[src/rtl/tr_exec_unit.sv]
// Time-redundant execute stage: freezes forwarded operands, runs the ALU REPS times, votes/retries, registers into EX/MEM.
// Latency: REPS cycles from accept to out_valid when fault-free, plus REPS cycles per retry.
// Backpressure: in_ready only in IDLE, or in OUT while out_ready; M outputs hold stable in OUT until out_ready.

module tr_exec_unit #(
   parameter int XLEN      = 32,
   parameter int REPS      = 2,
   parameter int MAX_RETRY = 3,
   parameter int FCNT_W    = 8
) (
   input  logic              clk,
   input  logic              rst,
   input  logic              in_valid,
   output logic              in_ready,
   input  logic              reg_write_e,
   input  logic              mem_write_e,
   input  logic              result_src_e,
   input  logic              branch_e,
   input  logic              alu_src_e,
   input  logic [2:0]        alu_ctrl_e,
   input  logic [XLEN-1:0]   rd1_e,
   input  logic [XLEN-1:0]   rd2_e,
   input  logic [XLEN-1:0]   imm_e,
   input  logic [XLEN-1:0]   pc_e,
   input  logic [XLEN-1:0]   pc_plus4_e,
   input  logic [4:0]        rd_e,
   input  logic [1:0]        fwd_a_e,
   input  logic [1:0]        fwd_b_e,
   input  logic [XLEN-1:0]   result_w,
   input  logic [XLEN-1:0]   alu_result_fwd,
   output logic              out_valid,
   input  logic              out_ready,
   output logic              reg_write_m,
   output logic              mem_write_m,
   output logic              result_src_m,
   output logic              pc_src_m,
   output logic [4:0]        rd_m,
   output logic [XLEN-1:0]   alu_result_m,
   output logic [XLEN-1:0]   write_data_m,
   output logic [XLEN-1:0]   pc_plus4_m,
   output logic [XLEN-1:0]   pc_target_m,
   input  logic              inj_en,
   input  logic              inj_persist,
   input  logic [1:0]        inj_pass,
   input  logic [XLEN-1:0]   inj_mask,
   input  logic              flt_clr,
   output logic              fault_det,
   output logic              fault_uncorr,
   output logic [FCNT_W-1:0] fault_count
);

   localparam int              RW          = (MAX_RETRY > 0) ? $clog2(MAX_RETRY + 1) : 1;
   localparam logic [1:0]      LAST_PASS   = 2'(REPS - 1);
   localparam logic [RW-1:0]   MAX_RETRY_R = RW'(MAX_RETRY);
   localparam logic [FCNT_W-1:0] FCNT_MAX  = {FCNT_W{1'b1}};

   // Only dual (compare/retry) and triple (vote) redundancy are meaningful.
   if (REPS != 2 && REPS != 3) begin : gBadReps
      $error("tr_exec_unit: REPS must be 2 or 3");
   end

   typedef enum logic [1:0] {IDLE = 2'd0, EXEC = 2'd1, OUT = 2'd2} state_t;

   state_t            state, stateNext;
   logic [1:0]        pass;
   logic [RW-1:0]     retry;
   logic [XLEN-1:0]   res [0:1];
   logic [XLEN-1:0]   srcA, srcB, storeData, pcPlus4L, pcTargetL;
   logic [4:0]        rdL;
   logic [2:0]        aluCtrlL;
   logic              regWriteL, memWriteL, resultSrcL, branchL;

   logic [XLEN-1:0]   fwdA, fwdB, aluOut, passVal, resolved;
   logic              injHit, disagree, unresolved;
   logic              inReady, accept, commit, doRetry, faultEv, setUncorr;

   assign in_ready = inReady;

   // Forwarding muxes feeding the operand latches.
   always_comb begin
      fwdA = rd1_e;
      fwdB = rd2_e;
      case (fwd_a_e)
         2'b01:   fwdA = result_w;
         2'b10:   fwdA = alu_result_fwd;
         default: fwdA = rd1_e;
      endcase
      case (fwd_b_e)
         2'b01:   fwdB = result_w;
         2'b10:   fwdB = alu_result_fwd;
         default: fwdB = rd2_e;
      endcase
   end

   // ALU on the frozen operands, with optional fault injection on the selected pass.
   always_comb begin
      aluOut = '0;
      case (aluCtrlL)
         3'b000:  aluOut = srcA + srcB;
         3'b001:  aluOut = srcA - srcB;
         3'b010:  aluOut = srcA & srcB;
         3'b011:  aluOut = srcA | srcB;
         3'b101:  aluOut = {{(XLEN-1){1'b0}}, ($signed(srcA) < $signed(srcB))};
         default: aluOut = '0;
      endcase
      injHit  = inj_en && (pass == inj_pass) && ((retry == '0) || inj_persist);
      passVal = injHit ? (aluOut ^ inj_mask) : aluOut;
   end

   // Compare (dual) or majority vote (triple) of stored passes against the current one.
   always_comb begin
      resolved   = passVal;
      disagree   = 1'b0;
      unresolved = 1'b0;
      if (REPS == 3) begin
         if (res[0] == res[1] && res[0] == passVal) begin
            resolved = passVal;
         end else if (res[0] == res[1] || res[0] == passVal) begin
            resolved = res[0];
            disagree = 1'b1;
         end else if (res[1] == passVal) begin
            resolved = res[1];
            disagree = 1'b1;
         end else begin
            disagree   = 1'b1;
            unresolved = 1'b1;
         end
      end else if (res[0] != passVal) begin
         disagree   = 1'b1;
         unresolved = 1'b1;
      end
   end

   // Next-state and handshake decode.
   always_comb begin
      stateNext = state;
      inReady   = 1'b0;
      accept    = 1'b0;
      commit    = 1'b0;
      doRetry   = 1'b0;
      faultEv   = 1'b0;
      setUncorr = 1'b0;
      case (state)
         IDLE: begin
            inReady = 1'b1;
            if (in_valid) begin
               accept    = 1'b1;
               stateNext = EXEC;
            end
         end
         EXEC: begin
            if (pass == LAST_PASS) begin
               faultEv = disagree;
               if (unresolved && (retry < MAX_RETRY_R)) begin
                  doRetry = 1'b1;
               end else begin
                  commit    = 1'b1;
                  setUncorr = unresolved;
                  stateNext = OUT;
               end
            end
         end
         OUT: begin
            if (out_ready) begin
               inReady = 1'b1;
               if (in_valid) begin
                  accept    = 1'b1;
                  stateNext = EXEC;
               end else begin
                  stateNext = IDLE;
               end
            end
         end
         default: stateNext = IDLE;
      endcase
   end

   // State register.
   always_ff @(posedge clk or negedge rst) begin
      if (!rst) state <= IDLE;
      else      state <= stateNext;
   end

   // Operand latching, pass sequencing, EX/MEM register and fault bookkeeping.
   always_ff @(posedge clk or negedge rst) begin
      if (!rst) begin
         pass         <= '0;
         retry        <= '0;
         res[0]       <= '0;
         res[1]       <= '0;
         srcA         <= '0;
         srcB         <= '0;
         storeData    <= '0;
         pcPlus4L     <= '0;
         pcTargetL    <= '0;
         rdL          <= '0;
         aluCtrlL     <= '0;
         regWriteL    <= 1'b0;
         memWriteL    <= 1'b0;
         resultSrcL   <= 1'b0;
         branchL      <= 1'b0;
         out_valid    <= 1'b0;
         reg_write_m  <= 1'b0;
         mem_write_m  <= 1'b0;
         result_src_m <= 1'b0;
         pc_src_m     <= 1'b0;
         rd_m         <= '0;
         alu_result_m <= '0;
         write_data_m <= '0;
         pc_plus4_m   <= '0;
         pc_target_m  <= '0;
         fault_det    <= 1'b0;
         fault_uncorr <= 1'b0;
         fault_count  <= '0;
      end else begin
         if (accept) begin
            srcA       <= fwdA;
            srcB       <= alu_src_e ? imm_e : fwdB;
            storeData  <= fwdB;
            pcPlus4L   <= pc_plus4_e;
            pcTargetL  <= pc_e + imm_e;
            rdL        <= rd_e;
            aluCtrlL   <= alu_ctrl_e;
            regWriteL  <= reg_write_e;
            memWriteL  <= mem_write_e;
            resultSrcL <= result_src_e;
            branchL    <= branch_e;
            pass       <= '0;
            retry      <= '0;
         end else if (state == EXEC) begin
            if (pass != LAST_PASS) begin
               res[pass[0]] <= passVal;
               pass         <= pass + 2'd1;
            end else if (doRetry) begin
               pass  <= '0;
               retry <= retry + RW'(1);
            end
         end

         if (commit) begin
            out_valid    <= 1'b1;
            alu_result_m <= resolved;
            write_data_m <= storeData;
            pc_plus4_m   <= pcPlus4L;
            pc_target_m  <= pcTargetL;
            rd_m         <= rdL;
            reg_write_m  <= regWriteL;
            mem_write_m  <= memWriteL;
            result_src_m <= resultSrcL;
            pc_src_m     <= branchL && (resolved == '0);
         end else if (state == OUT && out_ready) begin
            out_valid <= 1'b0;
         end

         fault_det <= faultEv;
         if (flt_clr) begin
            fault_count  <= '0;
            fault_uncorr <= 1'b0;
         end else begin
            if (faultEv && fault_count != FCNT_MAX) fault_count <= fault_count + 1'b1;
            if (setUncorr) fault_uncorr <= 1'b1;
         end
      end
   end

endmodule

[config.mk]
export PLATFORM = sky130hd
export DESIGN_NAME = tr_exec_unit
export DESIGN_NICKNAME = d
export VERILOG_FILES = /design/src/rtl/tr_exec_unit.sv
export SDC_FILE = /design/constraint.sdc
export NUM_CORES = 1
export LEC_CHECK = 0
export CAP_MARGIN = 20
export CORE_ASPECT_RATIO = 1.5
export CORE_MARGIN = 2
export CORE_UTILIZATION = 30
export DETAILED_ROUTE_END_ITERATION = 16
export GPL_ROUTABILITY_DRIVEN = 0
export SYNTH_ARGS = -nofsm -noshare
export SYNTH_HDL_FRONTEND = slang
export SYNTH_SLANG_ARGS = --single-unit
export TNS_END_PERCENT = 50
[constraint.sdc]
create_clock -name clk -period 4.8 [get_ports clk]
set_input_delay 0.72 -clock clk [delete_from_list [all_inputs] [get_ports clk]]
set_output_delay 0.72 -clock clk [all_outputs]
set_load 0.02 [all_outputs]
# Word level (Yosys, flattened, before mapping)
# Cells that the tools add are included.
[word_totals]
regBits = 390
input_bits = 282
wordCells = 131
[op_classes]
addsub = 6
order_cmp = 4
n_eq_ne = 20
n_mux = 45
bitwise = 5
reduce_logical = 22
[op_table]
columns = ["cell", "n"]
rows = [
  ["$pmux 32 s5", 1],
  ["$pmux 32 s2", 2],
  ["$mux 32", 3],
  ["$add 32x32->32", 2],
  ["$bwmux 64", 1],
  ["$and 32x32->32", 1],
  ["$demux 32 s1", 1],
  ["$logic_not 32->1", 1],
  ["$lt 32x32->1", 1],
  ["$ne 32x32->1", 1],
  ["$or 32x32->32", 1],
  ["$sub 32x32->32", 1],
  ["$xor 32x32->32", 1],
  ["$mux 2", 12],
  ["$mux 1", 20],
  ["$mux 8", 2],
  ["$ne 2x2->1 const B", 5],
  ["$reduce_bool 2->1", 5],
  ["$add 8x1->8 const B", 1],
  ["$eq 2x1->1 const B", 4],
  ["$ne 8x8->1 const B", 1],
  ["$logic_and 1x1->1", 7],
  ["$eq 2x2->1 const B", 3],
  ["$eq 3x2->1 const B", 2],
  ["other kinds (19)", 23],
]

# Depth between registers and ports, before layout
[logic_depth]
ltp_word = 14
ltp_mapped = 20

# Least setup slack after synthesis
# Ideal clock, no wire load.
[synth_path]
path_kind = "register to register"
start = "register srcA[4]"
end = "register rd_m[0]"
setup_time_ps = 127
t_arrival_ps = 4575
t_required_ps = 4673
path_slack_ps = 97
stages_incl_launch_ff = 20
path_buffers = 3
synth_period_minus_slack_ps = 4703
path_cell_list = "dfrtp_1 inv_1 ha_1 buf_6 nor2_2 o311ai_2 a211oi_4 nor3_2 o311a_1 mux2_1 or3_4 xor2_1 or4_1 nor4_1 nand4_1 nor2_2 o21a_4 buf_12 buf_12 mux2_1"
[synth_between]
elab_chain_len = 10
elab_cells_between_ends = 14
classes_between = "add/sub: 2; order compare: 1; eq/ne: 1; mux: 6; bitwise: 3; reduce/logical: 1"
[synth_lines]
columns = ["element", "line_no", "rtl"]
rows = [
  ["start, declared", "68", "logic [XLEN-1:0] srcA, srcB, storeData, pcPlus4L, pcTargetL;"],
  ["start signal, assigned", "217", "srcA <= fwdA;"],
  ["$sub 32x32->32 (tied with other cells)", "100", "3'b001: aluOut = srcA - srcB;"],
  ["$pmux 32 s5 (*)", "98", "case (aluCtrlL)"],
  ["$xor 32x32->32", "107", "passVal = injHit ? (aluOut ^ inj_mask) : aluOut;"],
  ["$mux 32 (*)", "107", ""],
  ["$ne 32x32->1 (*)", "128", "end else if (res[0] != passVal) begin"],
  ["$mux 1 (*)", "128", ""],
  ["$logic_and 1x1->1 (*)", "154", "if (unresolved && (retry < MAX_RETRY_R)) begin"],
  ["$mux 1 (*)", "154", ""],
  ["$mux 1 (*)", "152", "if (pass == LAST_PASS) begin"],
  ["$mux 1 (*)", "143", "case (state)"],
  ["end signal, assigned", "246", "rd_m <= rdL;"],
  ["end, declared", "37", "output logic [4:0] rd_m,"],
]
# Mark *: on every way between the ends. The rest lies on a longest branch, timed or not.
# A chain may end at the register's enable or synchronous reset.

# Worst setup path in the final report
[layout_path]
start = "register srcB[2]"
end = "register pc_target_m[17]"
[layout_between]
elab_chain_len = 10
elab_cells_between_ends = 14
classes_between = "add/sub: 2; order compare: 1; eq/ne: 1; mux: 6; bitwise: 3; reduce/logical: 1"
[layout_lines]
columns = ["element", "line_no", "rtl"]
rows = [
  ["start, declared", "68", ""],
  ["start signal, assigned", "218", "srcB <= alu_src_e ? imm_e : fwdB;"],
  ["$sub 32x32->32 (tied with other cells)", "100", ""],
  ["$pmux 32 s5 (*)", "98", ""],
  ["$xor 32x32->32", "107", ""],
  ["$mux 32 (*)", "107", ""],
  ["$ne 32x32->1 (*)", "128", ""],
  ["$mux 1 (*)", "128", ""],
  ["$logic_and 1x1->1 (*)", "154", ""],
  ["$mux 1 (*)", "154", ""],
  ["$mux 1 (*)", "152", ""],
  ["$mux 1 (*)", "143", ""],
  ["end signal, assigned", "245", "pc_target_m <= pcTargetL;"],
  ["end, declared", "41", "output logic [XLEN-1:0] pc_target_m,"],
]
# Marks and branches as above.

==> flow_summary.ini <==
[setup_path]
critPathCaptureType = flip-flop
crit_fanout = 7
critical_path_class = flip-flop to flip-flop
reg2reg_to = pc_target_m[17]
ff2ff_setup_slack_ns = -0.24
cp-start-kind = flip-flop
r2r_cells = 24
worstPathArrival_ns = 5.50
crit_required_ns = 5.27
reg2reg_from = srcB[2]

[floorplanning]
dieArea_mm2 = 0.0836
fp.dieW_um = 237
io_pins = 431
core_mm2 = 0.0809
rows = 128
die_h_um = 353
start_util_pct = 30.1

[timing]
post-route-period-util_pct = 105
worst_pin_slew_ns = 1.00
finalMaxSlewViolations = 0
fin_hold_ws_ns = 0.179
rsz0062_at_grt = true
final-hold-violation-count = 0
skew_ns = 0.0164
max_clock_freq_mhz = 199
slew_headroom_pct = 33.3
setup_viol = 122
tns_ns = -21.93
fin_ws_ns = -0.237
period_minus_slack_ns = 5.04

[synthesis]
yosys-top-cells-area = dfrtp_1 (37%), ha_1 (6.9%), mux2_4 (5.5%)
synth_cell_type_count = 93
syn-num-nets = 3083
synth-edff-count = 0
synth_top_area_share_pct = 36.8
ys.flop_type = dfrtp_1
syn_area_mm2 = 0.0244
ys_seq_elements = 358
synthCells = 2664
yosysTopAreaCell = dfrtp_1
yosys_warnings = 0
synth-seq-area-share_pct = 36.8
avgSynthCellArea_um2 = 9.15
ys_async_sr_fraction_pct = 100

[outcome]
outcome = finished with violations
violations = negative setup slack

[job]
drv_cap = 0

[cts]
worstSkewPairLatency_ns = 0.58
h-tree-depth = 2
cts_inserted_buffers = 40
clockBufferDepth = 3
cts_tree = done
cts_root_buf = clkbuf_16
numClockSinks = 358
clk_pin_slew_ns = 0.07

[grt]
grt_pass1_wl_um = 145000
grt_pass1_vias = 23900
grt-ovfl-total = 0
grt_use_total_pct = 22.6
antenna_found_initial = 13
grt_max_degree = 97

[routing]
routed_wl_um = 95900
route.detailed.drc = 0
vias_per_cell = 5.14
drtIter0Drc = 1445
ant_nets = 0
dr.pass1.iters = 7
wl_per_cell_um = 21.1
dr_total_vias = 23300

[worst_hold_path]
hold_class = primary input to async pin

[pwr]
powerDensity_mw_per_mm2 = 787
p_total_mw = 27.7
power.leakage_nw = 15.4
peakVddDrop_v = 0.000391

[layout]
drive_above_1_share_pct = 24.9
final_nets = 3879
area_growth_pct = 44.6

[placed_design]
port_buffers = 430
dp_hpwl_um = 75700
[worst max-delay path by stage]
stage                 from              end  slack (ns)  cells after the start
2_1_floorplan      srcA[4]          rd_m[0]         0.1                     19
3_3_place_gp   inj_pass[1]   pc_plus4_m[21]       -0.70                     19
3_5_place_dp   inj_pass[0]   pc_plus4_m[27]       -0.69                     17
4_1_cts            srcB[0]  pc_target_m[17]       -0.20                     21
5_1_grt            srcB[4]  pc_target_m[18]       -0.39                     23
6_report           srcB[2]  pc_target_m[17]       -0.24                     24
[through the flow]
| step | util (%) | cell area (um2) | setup WS, ns | instances |
|---|---|---|---|---|
| floorplan | - | 24400 | 0.0973 | 2664 |
| global placement | 40.5 | 32700 | -0.696 | 4420 |
| detailed placement | 40.5 | 32700 | -0.693 | 4420 |
| CTS | 43.2 | 34900 | -0.198 | 4518 |
| global route | 43.6 | 35200 | -0.392 | 4536 |
| finish | 43.6 | 35200 | -0.237 | 4539 |
[power breakdown]
part	leakage, nW	switching, mW	internal (mW)
registers	4.45	0.994	4.47
clock network	0.676	1.38	1.95
logic	10.3	9.85	9.09
total	15.4	12.2	15.5
[worst max-delay path: stages, from the launching register on]
cell	delay (ns)
dfrtp_1	0.40
inv_2	0.08
buf_4	0.12
ha_4	0.15
or2b_1	0.17
o311ai_4	0.16
a211oi_4	0.34
buf_4	0.20
nor4_4	0.05
buf_4	0.15
buf_4	0.13
nor4_1	0.45
buf_4	0.21
nor3b_1	0.04
o21a_1	0.22
and4b_1	0.20
a311oi_1	0.33
and4_1	0.26
nand4_1	0.15
nor2_2	0.15
o21a_4	0.15
buf_12	0.16
buf_12	0.16
buf_8	0.14
mux2_2	0.33
[repair_timing]
item / 4_1_cts / 5_1_grt
hold buffers: 0 / 0
setup endpoints to repair: 153 / 152
buffers inserted: 23 / 13
cloned: 3 / 2
gates resized for setup: 113 / 48
pin swaps: 16 / 13
[layer usage]
metal,vias up,global-route usage [%],share of wire (%)
li1,11200,-,-
met1,11100,26.3,40
met2,796,38.9,48
met3,234,4.21,6.1
met4,2,12.6,6.0
met5,-,0,0.011
[state kept, by name, indices dropped and copies added (netlist names), 3 cells and up]
| name | flops |
|---|---|
| pcTargetL | 32 |
| storeData | 32 |
| srcB | 32 |
| aluCtrlL | 3 |
| rd_m | 5 |
| pc_plus4_m | 32 |
| pcPlus4L | 32 |
| res | 32 |
| fault_count | 8 |
| srcA | 32 |
| rdL | 5 |
| alu_result_m | 32 |
| write_data_m | 32 |
| pc_target_m | 32 |
[area by class of cell]
| class | instances | area, um2 |
|---|---|---|
| Inverter | 138 | 518 |
| Antenna cell | 9 | 22.5 |
| Sequential cell | 358 | 8960 |
| Tap cell | 1040 | 1300 |
| Clock buffer | 52 | 1100 |
| Multi-Input combinational cell | 2006 | 14700 |
| Clock inverter | 20 | 284 |
| Fill cell | 7838 | 45600 |
| Timing Repair Buffer | 916 | 8360 |
[cells in the mapped netlist (all sizes together), types with 12 or more instances]
library cell  count
o31ai            16
a21oi           217
nand2           236
and3             20
nor4             34
xnor2            67
nand3            55
nor2            222
ha              134
mux2            190
o21bai           16
nand4            32
nor3             53
or3              18
a31oi            15
or2              14
nor2b            21
nand2b           15
buf              32
a21o             20
dfrtp           358
a211oi           65
or4              12
o211ai           23
o21ai           185
clkbuf          130
o21a             17
inv             135
and2             15
xor2             41
a22oi            69
mux2i            37
[cells by family (layout without fill, tap and decap cells)]
family	count (synthesis)	in the layout	share of synthesized area, %
AO/OA/AOI/OAI	746	746	19.4
adder cells (fa/ha/maj)	137	137	7.13
other	0	9	0
flip-flops	358	358	36.8
buffers and inverters	300	1126	5.48
multiplexers	227	227	11.7
AND/OR/NAND/NOR	786	786	15.4
XOR/XNOR	110	110	4.07
[cells in the final DEF, fill, tap and decap left out, types with 19 or more instances in the layout]
| master | Yosys | routed |
|---|---|---|
| nor3_1 | 52 | 52 |
| nor4_1 | 33 | 28 |
| mux2_2 | 98 | 89 |
| buf_4 | 3 | 451 |
| mux2_4 | 90 | 101 |
| and3_1 | 20 | 19 |
| a21oi_1 | 215 | 213 |
| a22oi_1 | 69 | 68 |
| nand3_1 | 55 | 54 |
| ha_1 | 134 | 115 |
| nand4_1 | 32 | 32 |
| o21ai_0 | 182 | 175 |
| mux2i_1 | 37 | 36 |
| dfrtp_1 | 358 | 356 |
| a21o_1 | 20 | 20 |
| xor2_1 | 41 | 39 |
| nor2_1 | 220 | 214 |
| nand2_1 | 236 | 232 |
| xnor2_1 | 67 | 64 |
| o211ai_1 | 23 | 23 |
| clkbuf_16 | 0 | 42 |
| clkdlybuf4s50_1 | 0 | 428 |
| buf_12 | 11 | 20 |
| a211oi_1 | 64 | 60 |
| inv_1 | 135 | 129 |
| nor2b_1 | 21 | 20 |
(Power assumes the default switching activity.)
